--- src/rtl/pulse_event_arbiter.sv ---
// pulse_event_arbiter: round-robin serialiser of per-channel event pulses
// Ports: clk, rst_n (sync, active-low), pulse_in[NUM_CH], en,
//        evt_valid/evt_id/evt_ready (output slot handshake),
//        pending, ovf/ovf_clr (sticky overflow), evt_cnt, drop_cnt
module pulse_event_arbiter #(
  parameter int NUM_CH = 4,
  parameter int ID_W   = 2,
  parameter int CNT_W  = 8
) (
  input  logic              clk,
  input  logic              rst_n,
  input  logic [NUM_CH-1:0] pulse_in,
  input  logic              en,
  output logic              evt_valid,
  output logic [ID_W-1:0]   evt_id,
  input  logic              evt_ready,
  output logic [NUM_CH-1:0] pending,
  output logic [NUM_CH-1:0] ovf,
  input  logic              ovf_clr,
  output logic [CNT_W-1:0]  evt_cnt,
  output logic [CNT_W-1:0]  drop_cnt
);

  typedef enum logic {
    EMPTY = 1'b0,
    FULL  = 1'b1
  } state_t;

  state_t              state_q, state_d;
  logic [ID_W-1:0]     id_q, id_d;
  logic [ID_W-1:0]     last_q, last_d;
  logic [NUM_CH-1:0]   pend_q, pend_d;
  logic [NUM_CH-1:0]   ovf_q, ovf_d;
  logic [CNT_W-1:0]    ecnt_q, ecnt_d;
  logic [CNT_W-1:0]    dcnt_q, dcnt_d;

  logic [NUM_CH-1:0]   grant;
  logic [NUM_CH-1:0]   drop;
  logic [ID_W-1:0]     gnt_idx;
  logic                found;
  logic                accept;
  logic                load_ok;
  logic                do_grant;

  // Scan upward from the channel after the last grant, wrapping,
  // so the most recently served channel has lowest priority.
  always_comb begin : rr_pick
    int c;
    c       = 0;
    gnt_idx = last_q;
    found   = 1'b0;
    for (int k = 1; k <= NUM_CH; k++) begin
      c = int'(last_q) + k;
      if (c >= NUM_CH) c = c - NUM_CH;
      if (!found && pend_q[c]) begin
        found   = 1'b1;
        gnt_idx = ID_W'(c);
      end
    end
  end

  always_comb begin : next_state
    state_d  = state_q;
    id_d     = id_q;
    last_d   = last_q;
    grant    = '0;
    accept   = (state_q == FULL) && evt_ready;
    load_ok  = (state_q == EMPTY) || accept;
    do_grant = en && load_ok && found;

    if (do_grant) begin
      grant[gnt_idx] = 1'b1;
      id_d           = gnt_idx;
      last_d         = gnt_idx;
    end

    unique case (state_q)
      EMPTY: if (do_grant) state_d = FULL;
      FULL: begin
        if (do_grant)       state_d = FULL;
        else if (evt_ready) state_d = EMPTY;
      end
      default: state_d = EMPTY;
    endcase

    // A pulse coinciding with its channel's grant re-arms pending
    // rather than counting as an overflow.
    drop   = pulse_in & pend_q & ~grant;
    pend_d = (pend_q & ~grant) | pulse_in;
    ovf_d  = (ovf_clr ? '0 : ovf_q) | drop;

    ecnt_d = ecnt_q;
    if (accept && (ecnt_q != '1)) ecnt_d = ecnt_q + 1'b1;

    dcnt_d = dcnt_q;
    if ((|drop) && (dcnt_q != '1)) dcnt_d = dcnt_q + 1'b1;
  end

  always_ff @(posedge clk) begin
    if (!rst_n) begin
      state_q <= EMPTY;
      id_q    <= '0;
      last_q  <= ID_W'(NUM_CH - 1);
      pend_q  <= '0;
      ovf_q   <= '0;
      ecnt_q  <= '0;
      dcnt_q  <= '0;
    end else begin
      state_q <= state_d;
      id_q    <= id_d;
      last_q  <= last_d;
      pend_q  <= pend_d;
      ovf_q   <= ovf_d;
      ecnt_q  <= ecnt_d;
      dcnt_q  <= dcnt_d;
    end
  end

  assign evt_valid = (state_q == FULL);
  assign evt_id    = id_q;
  assign pending   = pend_q;
  assign ovf       = ovf_q;
  assign evt_cnt   = ecnt_q;
  assign drop_cnt  = dcnt_q;

endmodule
--- config.mk ---
export PLATFORM = sky130hd
export DESIGN_NAME = pulse_event_arbiter
export DESIGN_NICKNAME = d
export VERILOG_FILES = /design/src/rtl/pulse_event_arbiter.sv
export SDC_FILE = /design/constraint.sdc
export NUM_CORES = 1
export LEC_CHECK = 0
export CORE_MARGIN = 5
export CORE_UTILIZATION = 48
export CTS_CLUSTER_DIAMETER = 80
export DETAILED_ROUTE_END_ITERATION = 10
export PLACE_DENSITY = 0.79
export SLEW_MARGIN = 20
export SYNTH_ARGS = -nofsm -noshare
export SYNTH_HDL_FRONTEND = slang
export SYNTH_SLANG_ARGS = --single-unit
--- constraint.sdc ---
create_clock -name clk -period 2.2 [get_ports clk]
set_input_delay 0.22 -clock clk [delete_from_list [all_inputs] [get_ports clk]]
set_output_delay 0.22 -clock clk [all_outputs]
set_load 0.1 [all_outputs]
==> metrics.md <==
| Metric | Value |
|---|---|
| Status | completed |
| Number of antenna violations at the first check in global routing | 0 |
| Initial standard-cell utilization of the core | 51.0% |
| CTS buffer count | 5 |
| Clock tree from TritonCTS | built |
| Critical register-to-register path endpoint | drop_cnt[3] |
| Final critical path time including I/O delays and setup | 2180 ps |
| Horizontal die dimension | 64.6 um |
| Final net count | 215 |
| Clock buffer depth | 2 |
| Final setup violation count | 0 |
| Number of remaining DRC errors | 0 |
| Static leakage | 0.000772 uW |
| Tot Pwr | 1310 uW |
| Endpoint of the worst hold path | pending[1] |
| Worst min-delay path class | input pin to flop |
| Port Buffers | 35 |
| Total Die Area | 4170 sq um |
| Syn Nets | 169 |
| Crit-path max FO | 12 |
| R2R setup slack | 20 ps |
| Depth of the worst register-to-register path | 8 |
| Max-slew headroom | 68.7% |
| Netlist cell types | 43 |
| Count of pins on the block boundary | 36 |
| Cell at the root of the clock tree | sky130_fd_sc_hd__clkbuf_4 |
| Largest net degree at the start of global routing | 20 |
| Max Clock Freq | 0.459 GHz |
| Category of the worst setup path capture point | flop |
| Worst Hold Slack | 510 ps |
| Worst Path Arrival | 2440 ps |
| Overflow left after global routing | 0 |
| Number of maximum-capacitance constraint violations | 0 |
| Worst-path clk slew | 100 ps |
| Average footprint of a synthesized cell | 9.06 sq um |
| Total number of H-tree levels | 2 |
| Via count of the first global-routing pass | 1286 |
| Critical R2R Launch | pending[1] |
| Largest clock skew in the final design | 12.6 ps |
| First-pass GRT wire length | 5770 um |
| Cells after synthesis | 158 |
| Post-synthesis async set-or-reset flop share | 0% |
| Remaining number of nets flagged by the antenna check after routing | 0 |
| Final cell utilization of the core | 67.6% |
| Transition time at the pin with the least slew margin | 469 ps |
| Hold-fix buffers at CTS | 0 |
| Clock tree sinks | 29 |
| Number of vias per cell | 5.73 |
| Vias post-DR | 1352 |
| Final hold violations | 0 |
| Total of warnings raised by yosys | 0 |
| Number of cells on the worst hold path | 2 |
| Count of flip-flops with a built-in enable after synthesis | 0 |
| Initial DRC count | 124 |
| Wire length per cell after detailed routing | 14.8 um |
| Sequential element share of the synthesized area | 40.6% |
| Power per standard cell area | 691 nW/um^2 |
| CP Launch Type | flop |
| Hold path start | pulse_in[1] |
| Gpl congestion | 0.845 |
| Seq cells post-synth | 29 |
| Floorplan core area | 2810 sq um |
| Total Wirelength | 3500 um |
| Endpoint required time on the critical path | 2460 ps |
| Total GRT Usage | 17.6% |
| Number of fill cells | 237 |
| Final-layout setup total negative slack | 0 ps |
| Worst VDD drop | 0.000426 V |
| Max-slew violation count | 0 |
| Count of TritonRoute iterations in the first routing pass | 4 |
| Cell area after technology mapping | 1430 sq um |
| Kind of critical path | flop to flop |
| HPWL Detailed | 2490 um |
| Area Overhead vs Synth | 32.4% |
| Final worst-path cycle share | 99.0% |
| Num rows | 19 |
| Leading register cell type out of synthesis | sky130_fd_sc_hd__dfxtp_1 |
| Share of layout cells above drive strength 1 | 30.2% |
| Die boundary height | 64.6 um |
| Ant diodes | 0 |
| Insertion delay to the later sink of the worst-skew pair | 340 ps |
critical path, cell delays in order (launching register included):
cell and delay [ps]:
sky130_fd_sc_hd__dfxtp_4 390, sky130_fd_sc_hd__o21ai_1 130, sky130_fd_sc_hd__a21boi_1 100, sky130_fd_sc_hd__a311o_2 410, sky130_fd_sc_hd__a21oi_1 280, sky130_fd_sc_hd__nor4_2 80, sky130_fd_sc_hd__buf_4 190, sky130_fd_sc_hd__or3_1 350
sky130_fd_sc_hd__a21boi_1 150
state kept, by name, summed over array words and instances, names as in the netlist:
register	cells
drop_cnt	8
evt_cnt	8
evt_id	2
evt_valid	1
last_q	2
ovf	4
pending	4
per-stage QoR:
stage | instance area, sq um | std cells | setup slack [ps]
after floorplan | 1450 | 158 | 31.0
after global placement | 1790 | 226 | 25.2
after detailed placement | 1790 | 226 | -28.0
after CTS | 1840 | 234 | 33.5
after global routing | 1900 | 236 | -69.0
final | 1900 | 236 | 21.5
placed cells by master, fill, tap and decap left out, types with 2 or more instances in the layout:
| cell type | count |
|---|---|
| sky130_fd_sc_hd__and2_1 | 5 |
| sky130_fd_sc_hd__dfxtp_1 | 19 |
| sky130_fd_sc_hd__nand4_1 | 4 |
| sky130_fd_sc_hd__nand2_1 | 18 |
| sky130_fd_sc_hd__ha_1 | 2 |
| sky130_fd_sc_hd__inv_1 | 3 |
| sky130_fd_sc_hd__dfxtp_4 | 4 |
| sky130_fd_sc_hd__mux2i_1 | 4 |
| sky130_fd_sc_hd__nand2b_1 | 8 |
| sky130_fd_sc_hd__a21o_1 | 2 |
| sky130_fd_sc_hd__or3_1 | 4 |
| sky130_fd_sc_hd__dfxtp_2 | 6 |
| sky130_fd_sc_hd__clkbuf_4 | 5 |
| sky130_fd_sc_hd__nor3_1 | 2 |
| sky130_fd_sc_hd__nor2b_1 | 7 |
| sky130_fd_sc_hd__nand3_1 | 5 |
| sky130_fd_sc_hd__a21boi_1 | 3 |
| sky130_fd_sc_hd__a21oi_4 | 2 |
| sky130_fd_sc_hd__a21oi_1 | 6 |
| sky130_fd_sc_hd__o21ai_1 | 2 |
| sky130_fd_sc_hd__a21boi_0 | 5 |
| sky130_fd_sc_hd__clkdlybuf4s50_1 | 8 |
| sky130_fd_sc_hd__o21a_1 | 8 |
| sky130_fd_sc_hd__nor2_1 | 4 |
| sky130_fd_sc_hd__clkinv_1 | 2 |
| sky130_fd_sc_hd__buf_4 | 36 |
| sky130_fd_sc_hd__xnor2_1 | 4 |
| sky130_fd_sc_hd__o21ai_0 | 6 |
area by class of cell:
class / instances / area, sq um / share of cell area (%)
clock buffers: 5 / 37.5 / 1.98
clock inverters: 3 / 12.5 / 0.660
well taps: 31 / 38.8 / 2.05
repair buffers: 44 / 350 / 18.5
inverters: 3 / 11.3 / 0.594
flip-flops and latches: 29 / 603 / 31.8
multi-input cells: 121 / 842 / 44.4
layer usage:
| metal | up-vias | part of all wire, % | global-route usage (%) |
|---|---|---|---|
| met2 | 30 | 51 | 28.4 |
| li1 | 660 | - | - |
| met1 | 653 | 42 | 20.6 |
| met5 | - | 0 | 0 |
| met3 | 9 | 4.9 | 6.74 |
| met4 | 0 | 1.9 | 8.71 |
worst max-delay path by stage:
| stage | end | slack (ps) | start | cells past startpoint |
|---|---|---|---|---|
| 2_1_floorplan | evt_cnt[6] | 30 | evt_cnt[5] | 6 |
| 3_3_place_gp | drop_cnt[1] | 30 | en | 9 |
| 3_5_place_dp | drop_cnt[1] | -30 | en | 9 |
| 4_1_cts | drop_cnt[3] | 30 | last_q[1] | 7 |
| 5_1_grt | drop_cnt[3] | -70 | pending[3] | 8 |
| 6_report | drop_cnt[3] | 20 | pending[1] | 8 |
synthesized netlist by cell type, types with 2 or more instances:
library cell               number  area share [%]
sky130_fd_sc_hd__dfxtp_1       29              41
sky130_fd_sc_hd__nand2_1       18             4.7
sky130_fd_sc_hd__nand2b_1       8             3.5
sky130_fd_sc_hd__o21a_1         8             4.2
sky130_fd_sc_hd__nor2b_1        7             3.1
sky130_fd_sc_hd__a21oi_1        6             2.1
sky130_fd_sc_hd__o21ai_0        6             2.1
sky130_fd_sc_hd__a21boi_0       5             2.6
sky130_fd_sc_hd__and2_1         5             2.2
sky130_fd_sc_hd__nand3_1        5             1.7
sky130_fd_sc_hd__mux2i_1        4             2.8
sky130_fd_sc_hd__nand4_1        4             1.7
sky130_fd_sc_hd__nor2_1         4             1.0
sky130_fd_sc_hd__or3_1          4             1.7
sky130_fd_sc_hd__xnor2_1        4             2.4
sky130_fd_sc_hd__a21boi_1       3             1.6
sky130_fd_sc_hd__clkbuf_1       3            0.79
sky130_fd_sc_hd__inv_1          3            0.79
sky130_fd_sc_hd__a21o_1         2             1.0
sky130_fd_sc_hd__a21oi_2        2             1.2
sky130_fd_sc_hd__buf_6          2             1.6
sky130_fd_sc_hd__ha_1           2             1.7
sky130_fd_sc_hd__nor3_1         2            0.70
sky130_fd_sc_hd__nor4_2         2             1.7
sky130_fd_sc_hd__o21ai_1        2            0.70
kinds of logic after synthesis:
group                    count (synthesis)  share of synthesized area [%]
buffers and inverters                    8                           3.15
XOR/XNOR                                 5                           3.06
adder cells (fa/ha/maj)                  2                           1.75
AND/OR/NAND/NOR                         65                           25.6
multiplexers                             4                           2.80
AO/OA/AOI/OAI                           45                           23.1
flip-flops                              29                           40.6
power breakdown:
part           internal (uW)  switching, uW  total (uW)
Clock                    115            190         305
Sequential               554           36.6         590
Combinational            130            285         415
Total                    799            511        1310
timing repair:
| item | 4_1_cts | 5_1_grt |
|---|---|---|
| resized for setup | 0 | 6 |
| setup buffers | 0 | 2 |
| endpoints found under the setup margin | 0 | 5 |
(Power assumes the default switching activity.)
==> variant 1, RTL diff (config.mk and constraints unchanged) <==
Set the parameter `ID_W` to 3 (it was 2).
--- a/src/rtl/pulse_event_arbiter.sv
+++ b/src/rtl/pulse_event_arbiter.sv
@@ -6,3 +6,3 @@
   parameter int NUM_CH = 4,
-  parameter int ID_W   = 2,
+  parameter int ID_W   = 3,
   parameter int CNT_W  = 8
Ports: changed (resized evt_id); port bits go from 36 to 37. No check against the original RTL was run, so the function may have changed too.
==> variant 1 against the unedited design <==
The run now ends with negative setup slack left; sequential share of layout area decreased by 8.3 points; cell area increased by 39%; hold slack got worse by 25 ps; synthesized area increased by 23%; wire length increased by 45%; setup slack got worse by 850 ps; sequential cell count increased by 1.
Power is not compared: it rests on default switching activity, and its combinational part moved more than twofold at a synthesized area within 25%.
==> variant 1: results (changes against the unedited design) <==
I/O Buffers 36 (+2.9%); mux share of post-synthesis cell area 7.39% (+4.6 points); RD Place Congestion 0.790 (-6.4%); CP delay by family, top simple AND/OR/NAND/NOR gates; Crit-path slowest cell or4_4; Clock Skews 9.79 ps (-2.82 ps); failing checks negative setup slack; Total Routing Usage GR 19.7% (+2.1 points); Synth Area in Compound Gates 20.5% (-2.6 points); layout cell share with drive strength beyond 1 43.1% (+13 points); Synth area leaders dfxtp_1 34%, a21oi_1 6.5%, ha_1 5.7%; status complete, but fails checks; first-pass GRT wire length 7980 µm (+38%); Synth Area in Adders 5.68% (+3.9 points); final net count 285 (+33%); drt wl/cell 16.0 µm (+7.8%); Final WS setup -831 ps (-852 ps); vias per inst 5.60 (-2.3%); post-CTS setup buffers 4 (+4); Synth Area in XOR/XNOR 3.98% (+0.92 points); final setup vio count 18 (+18); Critical Path Fanout Max 8 (-4); via count 1,775 (+31%); clock-pin slew on the worst setup and hold paths 70 ps (-30 ps); register area share after synthesis 34.1% (-6.5 points)
==> variant 1: path summary, 6_finish.rpt <==
path                      end  slack [ps]  cells past startpoint  startpoint
setup / recovery  drop_cnt[2]        -830                     10   last_q[0]
hold / removal     evt_cnt[1]         490                      2  evt_cnt[1]
hold reg to reg    evt_cnt[1]         490                      2  evt_cnt[1]
setup reg to reg  drop_cnt[2]        -830                     10   last_q[0]
==> variant 1: metal layers <==
layer,global-route usage [%],vias up,wire length (µm)
met5,0,-,0
met2,35.1,42,2690
met3,4.97,11,178
met4,6.26,0,94
li1,-,868,-
met1,23.1,854,2110
==> variant 1: cell type report <==
type | count | area, µm² | area share (%)
clock buffers | 7 | 86.3 | 3.27
clock inverters | 1 | 5.00 | 0.190
inverters | 9 | 38.8 | 1.47
multi-input cells | 151 | 1270 | 48.0
flip-flops and latches | 30 | 621 | 23.5
well taps | 48 | 60.1 | 2.28
repair buffers | 71 | 561 | 21.2
==> variant 2, RTL diff (same flow settings) <==
Made on the original files. Reset style: asynchronous (`rst_n`), changed in one clocked block.
--- a/src/rtl/pulse_event_arbiter.sv
+++ b/src/rtl/pulse_event_arbiter.sv
@@ -98,3 +98,3 @@
 
-  always_ff @(posedge clk) begin
+  always_ff @(posedge clk or negedge rst_n) begin
     if (!rst_n) begin
Function: differs if rst_n is asserted again (counterexample within 4 cycles, from zero or initial values and one cycle with rst_n low); with rst_n held inactive, the same outputs for 10 cycles.
==> variant 2 against the unedited design <==
The run now ends with negative setup slack left; sequential cell count stayed put; wire length is 8.2% lower; cell area is 9.8% higher; synthesized area is 1.1% higher; via count is 13% lower; global-route usage is 0.62 points lower; setup slack worse by 42 ps; highest routed layer unchanged.
Power is not shown: default switching activity piles up to over one toggle a cycle in this logic, so the estimate is an artifact.
==> variant 2: results (changes against the unedited design) <==
status complete, but fails checks; failing checks negative setup slack; initial DRC count 33 (-73%); Fin Hold WS 258 ps (-252 ps); drt wl/cell 14.5 µm (-2.0%); Final WS setup -20.5 ps (-42.0 ps); HPWL Detailed 2320 µm (-6.5%); syn nets 138 (-18%); Critical Path Fanout Max 7 (-5); Worst Setup SP pending[1]; Worst R2R End drop_cnt[6]; Total Routing Usage GR 17.0% (-0.62 points); Post-synth ARST share 100% (+100 points); vias in the first global route 1,207 (-6.1%); grt met1 use 20.6% (-0.044 points); largest net degree at the start of global routing 30 (+50%); met3 usage 3.99% (-2.7 points); synth cell count leaders 27 x dfrtp_1, 13 x nand2_1, 10 x nor2_1; Area after DPL 1920 µm² (+7.3%); met2 GRT Util 28.5% (+0.13 points); layout cell share with drive strength beyond 1 47.9% (+18 points); actual slew at the worst max-slew pin 382 ps (-86.8 ps); Clock Skews 11.4 ps (-1.20 ps); Top FF cell, synth dfrtp_1; vias per inst 5.31 (-7.3%); Setup TNS Final -92.0 ps (-92.0 ps); first-pass GRT wire length 5620 µm (-2.6%); final setup vio count 7 (+7); critical path's largest stage delay 530 ps (+120 ps)
variant 2: changes by cell type in the layout (fill, tap and decap cells not counted), moves of 6 or more:
cell     change
dfxtp_1     -19
buf_4        +8
dfxtp_2      -6
nor2_1       +6
a21oi_1      -6
dfrtp_1     +16
dfrtp_2      +7
variant 2: routing by layer:
layer  share of wire, %  wire, µm
met4                2.3        73
met1                 42      1350
met3                5.1       164
met2                 51      1630
met5                  0         0
variant 2: final cells by class:
cell class                 count  area [µm²]
sequential                    29         752
tap                           33        41.3
timing repair buffer          54         433
inverter                       4        15.0
multi-input combinational     93         769
fill                         235         897
clock inverter                 1        5.00
clock buffer                   7        65.1
variant 2: worst max-delay path: cells and delay by family (launching register included):
kind	cells	cell delay (ps)
mux	1	340
simple gates	2	290
compound gates	4	950
flops	1	530
variant 2: kinds of logic (layout without fill, tap and decap cells):
| kind of cell | Yosys count | after routing | share of synthesized area (%) |
|---|---|---|---|
| simple gates | 48 | 48 | 17.9 |
| flops | 29 | 29 | 50.3 |
| compound gates | 26 | 26 | 17.5 |
| xor+xnor | 13 | 13 | 7.87 |
| buf+inv | 5 | 66 | 1.38 |
| mux | 4 | 4 | 3.28 |
| fa+ha+maj | 2 | 2 | 1.73 |
variant 2: repair_timing:
item,in CTS,in global routing
hold buffers,0,0
endpoints found under the setup margin,3,8
buffers inserted,1,3
hold endpoints to repair,0,0
pin swaps,4,3
gates resized for setup,4,5
variant 2: metrics by stage:
step	instances	worst slack [ps]
after CTS	218	-36.2
after floorplan	127	-129
after global routing	221	-144
final	221	-20.5
after global placement	209	-28.8
after detailed placement	209	-81.8
